## config.mk

```make
export PLATFORM = sky130hd
export DESIGN_NAME = id_stage_flat
export DESIGN_NICKNAME = d
export VERILOG_FILES = /design/src/rtl/arm_defs.sv /design/src/rtl/id_stage_if.sv /design/src/rtl/id_control_unit.sv /design/src/rtl/id_stage.sv /design/src/flat_wrapper.sv
export SDC_FILE = /design/constraint.sdc
export NUM_CORES = 1
export LEC_CHECK = 0
export CAP_MARGIN = 20
export CELL_PAD_IN_SITES_DETAIL_PLACEMENT = 2
export CELL_PAD_IN_SITES_GLOBAL_PLACEMENT = 2
export CORE_MARGIN = 1
export CORE_UTILIZATION = 22
export DETAILED_ROUTE_END_ITERATION = 12
export GPL_ROUTABILITY_DRIVEN = 1
export PLACE_DENSITY_LB_ADDON = 0.08
export SYNTH_ARGS = -nofsm -noshare
export SYNTH_HDL_FRONTEND = slang
export SYNTH_SLANG_ARGS = --single-unit
```

## constraint.sdc

```tcl
create_clock -name clk -period 5.3 [get_ports clk]
set_clock_uncertainty 0.15 [all_clocks]
set_input_delay 1.06 -clock clk [delete_from_list [all_inputs] [get_ports clk]]
set_output_delay 1.06 -clock clk [all_outputs]
set_load 0.05 [all_outputs]
```

## src/rtl/arm_defs.sv

```systemverilog
// Shared encodings for the ARM decode stage: instruction modes, data-processing
// opcodes, ALU commands, condition codes, status-flag positions and the
// control bundle handed from decode to execute.
package arm_defs;

  localparam logic [1:0] MODE_DP  = 2'b00;
  localparam logic [1:0] MODE_MEM = 2'b01;
  localparam logic [1:0] MODE_BR  = 2'b10;

  localparam logic [3:0] OP_AND = 4'b0000;
  localparam logic [3:0] OP_EOR = 4'b0001;
  localparam logic [3:0] OP_SUB = 4'b0010;
  localparam logic [3:0] OP_ADD = 4'b0100;
  localparam logic [3:0] OP_ADC = 4'b0101;
  localparam logic [3:0] OP_SBC = 4'b0110;
  localparam logic [3:0] OP_TST = 4'b1000;
  localparam logic [3:0] OP_CMP = 4'b1010;
  localparam logic [3:0] OP_ORR = 4'b1100;
  localparam logic [3:0] OP_MOV = 4'b1101;
  localparam logic [3:0] OP_MVN = 4'b1111;

  localparam logic [3:0] EXE_NOP = 4'b0000;
  localparam logic [3:0] EXE_MOV = 4'b0001;
  localparam logic [3:0] EXE_ADD = 4'b0010;
  localparam logic [3:0] EXE_ADC = 4'b0011;
  localparam logic [3:0] EXE_SUB = 4'b0100;
  localparam logic [3:0] EXE_SBC = 4'b0101;
  localparam logic [3:0] EXE_AND = 4'b0110;
  localparam logic [3:0] EXE_ORR = 4'b0111;
  localparam logic [3:0] EXE_EOR = 4'b1000;
  localparam logic [3:0] EXE_MVN = 4'b1001;

  localparam logic [3:0] COND_EQ = 4'b0000;
  localparam logic [3:0] COND_NE = 4'b0001;
  localparam logic [3:0] COND_CS = 4'b0010;
  localparam logic [3:0] COND_CC = 4'b0011;
  localparam logic [3:0] COND_MI = 4'b0100;
  localparam logic [3:0] COND_PL = 4'b0101;
  localparam logic [3:0] COND_VS = 4'b0110;
  localparam logic [3:0] COND_VC = 4'b0111;
  localparam logic [3:0] COND_HI = 4'b1000;
  localparam logic [3:0] COND_LS = 4'b1001;
  localparam logic [3:0] COND_GE = 4'b1010;
  localparam logic [3:0] COND_LT = 4'b1011;
  localparam logic [3:0] COND_GT = 4'b1100;
  localparam logic [3:0] COND_LE = 4'b1101;
  localparam logic [3:0] COND_AL = 4'b1110;

  localparam int N_BIT = 3;
  localparam int Z_BIT = 2;
  localparam int C_BIT = 1;
  localparam int V_BIT = 0;

  typedef struct packed {
    logic [3:0] exe_cmd;
    logic       wb_en;
    logic       mem_r_en;
    logic       mem_w_en;
    logic       b;
    logic       s;
  } ctrl_t;

  // Evaluates a condition field against NZCV; 1111 (never) falls to default.
  function automatic logic cond_pass(input logic [3:0] cond, input logic [3:0] status);
    logic n, z, c, v;
    n = status[N_BIT];
    z = status[Z_BIT];
    c = status[C_BIT];
    v = status[V_BIT];
    case (cond)
      COND_EQ: cond_pass = z;
      COND_NE: cond_pass = ~z;
      COND_CS: cond_pass = c;
      COND_CC: cond_pass = ~c;
      COND_MI: cond_pass = n;
      COND_PL: cond_pass = ~n;
      COND_VS: cond_pass = v;
      COND_VC: cond_pass = ~v;
      COND_HI: cond_pass = c & ~z;
      COND_LS: cond_pass = ~c | z;
      COND_GE: cond_pass = (n == v);
      COND_LT: cond_pass = (n != v);
      COND_GT: cond_pass = ~z & (n == v);
      COND_LE: cond_pass = z | (n != v);
      COND_AL: cond_pass = 1'b1;
      default: cond_pass = 1'b0;
    endcase
  endfunction

endpackage

```

## src/rtl/id_stage_if.sv

```systemverilog
// IF/ID-side inputs and ID/EX-side outputs of the decode stage. The decode
// stage is the slave; whatever drives fetch data and consumes ID/EX is master.
interface id_stage_if #(
  parameter int WIDTH = 32,
  parameter int RADDR = 4
);
  logic             flush;
  logic             hazard;
  logic [WIDTH-1:0] pc_in;
  logic [31:0]      instruction;
  logic [3:0]       status;
  logic [WIDTH-1:0] reg_1;
  logic [WIDTH-1:0] reg_2;

  logic [RADDR-1:0] src_1;
  logic [RADDR-1:0] src_2;
  logic             two_src;
  logic [WIDTH-1:0] pc_out;
  logic [WIDTH-1:0] val_rn;
  logic [WIDTH-1:0] val_rm;
  logic             imm;
  logic [11:0]      shift_operand;
  logic [23:0]      signed_imm_24;
  logic [RADDR-1:0] dest;
  logic [RADDR-1:0] src_1_out;
  logic [RADDR-1:0] src_2_out;
  logic [3:0]       exe_cmd;
  logic             wb_en;
  logic             mem_r_en;
  logic             mem_w_en;
  logic             b;
  logic             s;

  modport slave (
    input  flush, hazard, pc_in, instruction, status, reg_1, reg_2,
    output src_1, src_2, two_src, pc_out, val_rn, val_rm, imm, shift_operand,
           signed_imm_24, dest, src_1_out, src_2_out, exe_cmd, wb_en,
           mem_r_en, mem_w_en, b, s
  );

  modport master (
    output flush, hazard, pc_in, instruction, status, reg_1, reg_2,
    input  src_1, src_2, two_src, pc_out, val_rn, val_rm, imm, shift_operand,
           signed_imm_24, dest, src_1_out, src_2_out, exe_cmd, wb_en,
           mem_r_en, mem_w_en, b, s
  );
endinterface

```

## src/rtl/id_control_unit.sv

```systemverilog
// Combinational main decoder: instruction mode, opcode and S bit to the ALU
// command and pipeline control bits. Condition/hazard gating happens upstream.
module id_control_unit
  import arm_defs::*;
(
  input  logic [1:0] mode,
  input  logic [3:0] opcode,
  input  logic       s_bit,
  output ctrl_t      ctrl
);

  // Decode mode/opcode; anything unrecognised leaves every control at 0.
  always_comb begin
    ctrl = '0;
    case (mode)
      MODE_DP: begin
        ctrl.wb_en = 1'b1;
        ctrl.s     = s_bit;
        case (opcode)
          OP_MOV: ctrl.exe_cmd = EXE_MOV;
          OP_MVN: ctrl.exe_cmd = EXE_MVN;
          OP_ADD: ctrl.exe_cmd = EXE_ADD;
          OP_ADC: ctrl.exe_cmd = EXE_ADC;
          OP_SUB: ctrl.exe_cmd = EXE_SUB;
          OP_SBC: ctrl.exe_cmd = EXE_SBC;
          OP_AND: ctrl.exe_cmd = EXE_AND;
          OP_ORR: ctrl.exe_cmd = EXE_ORR;
          OP_EOR: ctrl.exe_cmd = EXE_EOR;
          OP_CMP: begin
            ctrl.exe_cmd = EXE_SUB;
            ctrl.wb_en   = 1'b0;
          end
          OP_TST: begin
            ctrl.exe_cmd = EXE_AND;
            ctrl.wb_en   = 1'b0;
          end
          default: ctrl = '0;
        endcase
      end
      MODE_MEM: begin
        ctrl.exe_cmd = EXE_ADD;
        if (s_bit) begin
          ctrl.mem_r_en = 1'b1;
          ctrl.wb_en    = 1'b1;
        end else begin
          ctrl.mem_w_en = 1'b1;
        end
      end
      MODE_BR: ctrl.b = 1'b1;
      default: ctrl = '0;
    endcase
  end

endmodule

```

## src/rtl/id_stage.sv

```systemverilog
// ARM pipeline instruction-decode stage: register-file read addressing,
// condition evaluation, control decode and the ID/EX pipeline register.
module id_stage
  import arm_defs::*;
#(
  parameter int WIDTH = 32,
  parameter int RADDR = 4
) (
  input logic       clk,
  input logic       rst,
  id_stage_if.slave bus
);

  logic [3:0]       cond;
  logic [1:0]       mode;
  logic             i_bit;
  logic [3:0]       opcode;
  logic             s_bit;
  logic [RADDR-1:0] rn, rd, rm;
  logic             is_str;
  logic             cond_ok;
  ctrl_t            ctrl, ctrl_eff;

  logic [WIDTH-1:0] pc_q, rn_q, rm_q;
  logic             imm_q;
  logic [11:0]      shift_q;
  logic [23:0]      simm_q;
  logic [RADDR-1:0] dest_q, src_1_q, src_2_q;
  ctrl_t            ctrl_q;

  assign cond   = bus.instruction[31:28];
  assign mode   = bus.instruction[27:26];
  assign i_bit  = bus.instruction[25];
  assign opcode = bus.instruction[24:21];
  assign s_bit  = bus.instruction[20];
  assign rn     = bus.instruction[16 +: RADDR];
  assign rd     = bus.instruction[12 +: RADDR];
  assign rm     = bus.instruction[0 +: RADDR];

  // A store reads its data register through the second read port.
  assign is_str      = (mode == MODE_MEM) & ~s_bit;
  assign bus.src_1   = rn;
  assign bus.src_2   = is_str ? rd : rm;
  assign bus.two_src = ((mode == MODE_DP) & ~i_bit) | is_str;

  id_control_unit u_ctrl (
    .mode   (mode),
    .opcode (opcode),
    .s_bit  (s_bit),
    .ctrl   (ctrl)
  );

  assign cond_ok  = cond_pass(cond, bus.status);
  assign ctrl_eff = (cond_ok && !bus.hazard) ? ctrl : '0;

  // ID/EX register: async clear, flush clears, otherwise capture; a bubble only zeroes controls.
  always_ff @(posedge clk or posedge rst) begin
    if (rst) begin
      pc_q    <= '0;
      rn_q    <= '0;
      rm_q    <= '0;
      imm_q   <= 1'b0;
      shift_q <= '0;
      simm_q  <= '0;
      dest_q  <= '0;
      src_1_q <= '0;
      src_2_q <= '0;
      ctrl_q  <= '0;
    end else if (bus.flush) begin
      pc_q    <= '0;
      rn_q    <= '0;
      rm_q    <= '0;
      imm_q   <= 1'b0;
      shift_q <= '0;
      simm_q  <= '0;
      dest_q  <= '0;
      src_1_q <= '0;
      src_2_q <= '0;
      ctrl_q  <= '0;
    end else begin
      pc_q    <= bus.pc_in;
      rn_q    <= bus.reg_1;
      rm_q    <= bus.reg_2;
      imm_q   <= i_bit;
      shift_q <= bus.instruction[11:0];
      simm_q  <= bus.instruction[23:0];
      dest_q  <= rd;
      src_1_q <= bus.src_1;
      src_2_q <= bus.src_2;
      ctrl_q  <= ctrl_eff;
    end
  end

  assign bus.pc_out        = pc_q;
  assign bus.val_rn        = rn_q;
  assign bus.val_rm        = rm_q;
  assign bus.imm           = imm_q;
  assign bus.shift_operand = shift_q;
  assign bus.signed_imm_24 = simm_q;
  assign bus.dest          = dest_q;
  assign bus.src_1_out     = src_1_q;
  assign bus.src_2_out     = src_2_q;
  assign bus.exe_cmd       = ctrl_q.exe_cmd;
  assign bus.wb_en         = ctrl_q.wb_en;
  assign bus.mem_r_en      = ctrl_q.mem_r_en;
  assign bus.mem_w_en      = ctrl_q.mem_w_en;
  assign bus.b             = ctrl_q.b;
  assign bus.s             = ctrl_q.s;

endmodule

```

## src/flat_wrapper.sv

```systemverilog
// flat-port wrapper written by rule: the top's interface ports become plain ports
module id_stage_flat import arm_defs::*;
#(
  parameter int WIDTH = 32,
  parameter int RADDR = 4
)
  (clk, rst, bus_flush, bus_hazard, bus_pc_in, bus_instruction, bus_status, bus_reg_1, bus_reg_2, bus_src_1, bus_src_2, bus_two_src, bus_pc_out, bus_val_rn, bus_val_rm, bus_imm, bus_shift_operand, bus_signed_imm_24, bus_dest, bus_src_1_out, bus_src_2_out, bus_exe_cmd, bus_wb_en, bus_mem_r_en, bus_mem_w_en, bus_b, bus_s);
  id_stage_if #(.WIDTH(WIDTH), .RADDR(RADDR)) bus_i ();
  input logic clk;
  input logic rst;
  input wire logic [$bits(bus_i.flush)-1:0] bus_flush;
  input wire logic [$bits(bus_i.hazard)-1:0] bus_hazard;
  input wire logic [$bits(bus_i.pc_in)-1:0] bus_pc_in;
  input wire logic [$bits(bus_i.instruction)-1:0] bus_instruction;
  input wire logic [$bits(bus_i.status)-1:0] bus_status;
  input wire logic [$bits(bus_i.reg_1)-1:0] bus_reg_1;
  input wire logic [$bits(bus_i.reg_2)-1:0] bus_reg_2;
  output wire logic [$bits(bus_i.src_1)-1:0] bus_src_1;
  output wire logic [$bits(bus_i.src_2)-1:0] bus_src_2;
  output wire logic [$bits(bus_i.two_src)-1:0] bus_two_src;
  output wire logic [$bits(bus_i.pc_out)-1:0] bus_pc_out;
  output wire logic [$bits(bus_i.val_rn)-1:0] bus_val_rn;
  output wire logic [$bits(bus_i.val_rm)-1:0] bus_val_rm;
  output wire logic [$bits(bus_i.imm)-1:0] bus_imm;
  output wire logic [$bits(bus_i.shift_operand)-1:0] bus_shift_operand;
  output wire logic [$bits(bus_i.signed_imm_24)-1:0] bus_signed_imm_24;
  output wire logic [$bits(bus_i.dest)-1:0] bus_dest;
  output wire logic [$bits(bus_i.src_1_out)-1:0] bus_src_1_out;
  output wire logic [$bits(bus_i.src_2_out)-1:0] bus_src_2_out;
  output wire logic [$bits(bus_i.exe_cmd)-1:0] bus_exe_cmd;
  output wire logic [$bits(bus_i.wb_en)-1:0] bus_wb_en;
  output wire logic [$bits(bus_i.mem_r_en)-1:0] bus_mem_r_en;
  output wire logic [$bits(bus_i.mem_w_en)-1:0] bus_mem_w_en;
  output wire logic [$bits(bus_i.b)-1:0] bus_b;
  output wire logic [$bits(bus_i.s)-1:0] bus_s;
  assign bus_i.flush = bus_flush;
  assign bus_i.hazard = bus_hazard;
  assign bus_i.pc_in = bus_pc_in;
  assign bus_i.instruction = bus_instruction;
  assign bus_i.status = bus_status;
  assign bus_i.reg_1 = bus_reg_1;
  assign bus_i.reg_2 = bus_reg_2;
  assign bus_src_1 = bus_i.src_1;
  assign bus_src_2 = bus_i.src_2;
  assign bus_two_src = bus_i.two_src;
  assign bus_pc_out = bus_i.pc_out;
  assign bus_val_rn = bus_i.val_rn;
  assign bus_val_rm = bus_i.val_rm;
  assign bus_imm = bus_i.imm;
  assign bus_shift_operand = bus_i.shift_operand;
  assign bus_signed_imm_24 = bus_i.signed_imm_24;
  assign bus_dest = bus_i.dest;
  assign bus_src_1_out = bus_i.src_1_out;
  assign bus_src_2_out = bus_i.src_2_out;
  assign bus_exe_cmd = bus_i.exe_cmd;
  assign bus_wb_en = bus_i.wb_en;
  assign bus_mem_r_en = bus_i.mem_r_en;
  assign bus_mem_w_en = bus_i.mem_w_en;
  assign bus_b = bus_i.b;
  assign bus_s = bus_i.s;
  id_stage #(.WIDTH(WIDTH), .RADDR(RADDR)) u_core (.clk(clk), .rst(rst), .bus(bus_i));
endmodule
```

==> metrics.md <==
| Metric | Value |
|---|---|
| Status | `complete, but fails checks` |
| Failing checks | `DRC` |
| Die ar. | `0.0232 mm2` |
| Cell with the largest stage delay on the worst path | `clkdlybuf4s50_1` |
| Combinational share of power | `19.7%` |
| Pint | `2.10 mW` |
| Endpoints failing setup | `0` |
| Post-Syn Nets | `516` |
| Site Rows | `54` |
| P&R area growth vs syn | `75.4%` |
| Synthesized area | `~0.0050 mm2` |
| Initial Util | `22.6%` |
| Via density per instance | `4.09` |
| Cts hold-fix bufs | `0` |
| Post-layout min period | `~4.5 ns` |
| Hold Startpoint | `bus_flush` |
| Crit end category | `output port` |
| Highest clock rate | `around 220 MHz` |
| Most common cell after layout, fill and taps aside | `clkdlybuf4s50_1` |
| CP Data Arrival Time | `~3.3 ns` |
| Max-cap viol count | `0` |
| DR vias | `roughly 3900` |
| Mean post-synth cell area | `13.1 um2` |
| Area after DPL | `a little over 0.008 mm2` |
| Fill count | `approximately 2300` |
| Vias in the first global route | `4388` |
| TNS Setup | `0 ns` |
| Die Span Y | `152 um` |
| # nets final | `about 800` |
| Count of cell types in the netlist | `40` |
| Peak supply drop | `0.000200 V` |
| Setup CP Type | `in -> out` |
| Sink Count | `roughly 130` |
| Simple-gate area share of the yosys netlist | `20.4%` |
| Mux contribution to synthesized area | `under 10%` |
| Worst Hold Path Cells | `2` |
| CTS max path bufs | `2` |
| #FFs+latches synth | `134` |
| Post-route DRC | `25` |
| DRT Pass-1 Iters | `9` |
| Layout cells sized above 1 | `7.45%` |
| Post-synthesis sequential area ratio | `67.6%` |
| Detailed Route WL | `17.5 mm` |
| Resized cells post-CTS | `0` |
| Required time worst endpoint | `between 4 and 5 ns` |
| Most frequent cells in the layout | `clkdlybuf4s50_1, dfrtp_1, nor2b_1` |
| Gp weighted congestion | `0.717` |
| Sw Pwr | `846 uW` |
| Delay-heaviest family, CP | `buffers and inverters` |
| Initial DRC Count | `131` |
| Setup Buffers After CTS | `0` |
| Floorplan die width | `152 um` |
| Post-DP HPWL | `13.0 mm` |
| Synth Area in XOR/XNOR | `0.530%` |
| Placed insts | `919` |
| # diodes | `0` |
| Worst slew margin | `36.5%` |
| First-pass GRT wire length | `27.2 mm` |
| Hold path endpoint | `u_core.bus.signed_imm_24[21]$_DFF_PP0_` |
| CP max stage delay | `0.72 ns` |
| Synth Area in Compound Gates | `4.44%` |
| Buffers on Ports | `slightly below 300` |
| Layout Cells excl Fill | `between 900 and 1000` |
| Worst path cell trace | `clkdlybuf4s50_1 > buf_4 > nor3b_2 > buf_4 > mux2_2 > clkdlybuf4s50_1` |
| Syn Inst Count | `380` |
| Grt ovf | `0` |
| Final instance area | `between 0.008 and 0.009 mm2` |
| Post-Synth Adder-Cell Area | `0%` |
| Final hold vios | `0` |
| CTS tree | `yes` |
| Final Max Tran Viols | `0` |
| Power share of the clock group | `~43%` |
| Sw Share | `28.8%` |
| Worst-Margin Slew | `0.953 ns` |
| P_leak | `3.64 nW` |
| HP Class | `in -> reg` |
| Largest family of logic cells by synthesized area | `simple AND/OR/NAND/NOR gates` |
| Hold WS | `just over 0.9 ns` |
| Clk root buf | `clkbuf_16` |
| Total track usage | `between 15 and 20%` |
| Initial antenna violation count | `0` |
| Total chip power | `slightly below 3 mW` |
| CP Launch Type | `primary input` |
| Worst Path Buf+Inv | `4` |
| CTS Buf Count | `17` |
| H-Tree Depth | `4` |
| DRT antenna net count | `0` |
| Drt wl/cell | `18.4 um` |
| RSZ-0062 raised after global routing | `false` |
| Clock-pin slew on the worst setup and hold paths | `0.06 ns` |
| Core area | `0.0220 mm2` |
| IO Pins | `299` |
| Pin count of the biggest net entering global routing | `90` |
| Period utilisation layout | `a little over four fifths` |
| Crit Path Max Fanout | `9` |
| Sequential Power Share | `37.1%` |
| Power density over the cells | `between 300 and 400 mW/mm2` |
| Yosys warning count | `0` |
[state kept, by name, summed over array words and instances (netlist names)]
signal and cells:
u_core.bus.b 1, u_core.bus.exe_cmd 4, u_core.bus.imm 1, u_core.bus.mem_r_en 1
u_core.bus.mem_w_en 1, u_core.bus.pc_out 32, u_core.bus.s 1, u_core.bus.shift_operand 11
u_core.bus.signed_imm_24 13, u_core.bus.src_2_out 4, u_core.bus.val_rm 32, u_core.bus.val_rn 32
u_core.bus.wb_en 1
[metal layers]
metal	vias to the layer above	track usage (%)	routed length [um]
li1	1749	-	-
met3	16	5.38	1610
met1	1941	17.7	6600
met4	0	5.73	264
met2	179	28.0	9020
met5	-	0	0
[worst max path at each step]
stage               cells past startpoint                endpoint  slack [ns]                 from
floorplan                               1  u_core.bus.b$_DFF_PP0_        0.51                  rst
global placement                        6            bus_src_2[0]        0.73  bus_instruction[26]
detailed placement                      6            bus_src_2[0]        0.76  bus_instruction[26]
CTS                                     6            bus_src_2[0]        0.76  bus_instruction[26]
global route                            6            bus_src_2[0]        0.73  bus_instruction[26]
finish                                  6            bus_src_2[0]        0.81  bus_instruction[26]
[power groups by stage]
stage	combinational (mW)	sequential [mW]	clock, mW
after floorplan	0.151	1.29	0
after global placement	0.580	1.11	0
after detailed placement	0.587	1.11	0
after CTS	0.589	1.09	1.32
after global routing	0.609	1.10	1.36
final	0.579	1.09	1.27
[kinds of logic (layout without fill, tap and decap cells)]
kind of cell    after synthesis  after routing
simple gates                161            161
flops                       134            134
buf+inv                      49            340
compound gates               27             27
mux                           6              6
xor+xnor                      3              3
[cell usage after synthesis]
cell type  instances  area, um2
nand2_1            5       18.8
mux2_2             5       56.3
nor3b_1            3       22.5
o21ai_0            6       30.0
nor3_1             2       10.0
nand4b_1           1       8.76
mux2i_1            1       10.0
nand3b_1           2       15.0
nor4b_4            1       23.8
nand4_1            2       12.5
nor4b_1            2       17.5
clkbuf_1          18       67.6
buf_2              1       5.00
o21bai_2           1       11.3
buf_6              1       11.3
a22oi_1            1       7.51
o21ai_2            1       8.76
xnor2_1            2       17.5
nor2b_1          124        776
o211ai_1           1       7.51
o31a_1             1       8.76
nor2_1             7       26.3
buf_4             24        180
a211oi_1           4       30.0
nand3_1            4       20.0
inv_1              5       18.8
a211o_1            1       8.76
nor4_1             1       6.26
xor2_1             1       8.76
a2111oi_4          2       55.1
or4_1              1       7.51
dfrtp_1          134       3350
a31oi_1            2       12.5
a21oi_1            6       30.0
and3b_1            1       8.76
nand2b_1           1       6.26
and2b_1            1       7.51
and3_1             1       6.26
a41o_1             1       10.0
nor4bb_1           2       20.0
[stage by stage]
| step | util (%) | setup WS, ns |
|---|---|---|
| global placement | 36.8 | 0.728 |
| finish | 39.6 | 0.812 |
| CTS | 39.6 | 0.757 |
| global route | 39.6 | 0.733 |
| floorplan | - | 0.507 |
| detailed placement | 36.8 | 0.762 |
[layout make-up]
cell class | count | area (um2) | area share [%]
clock buffers | 18 | 429 | 4.93
clock inverters | 14 | 199 | 2.29
inverters | 5 | 23.8 | 0.273
multi-input cells | 197 | 1330 | 15.3
flip-flops and latches | 134 | 3350 | 38.5
well taps | 280 | 350 | 4.03
repair buffers | 303 | 3020 | 34.7
Note: power is estimated with default switching activity, not from simulation.
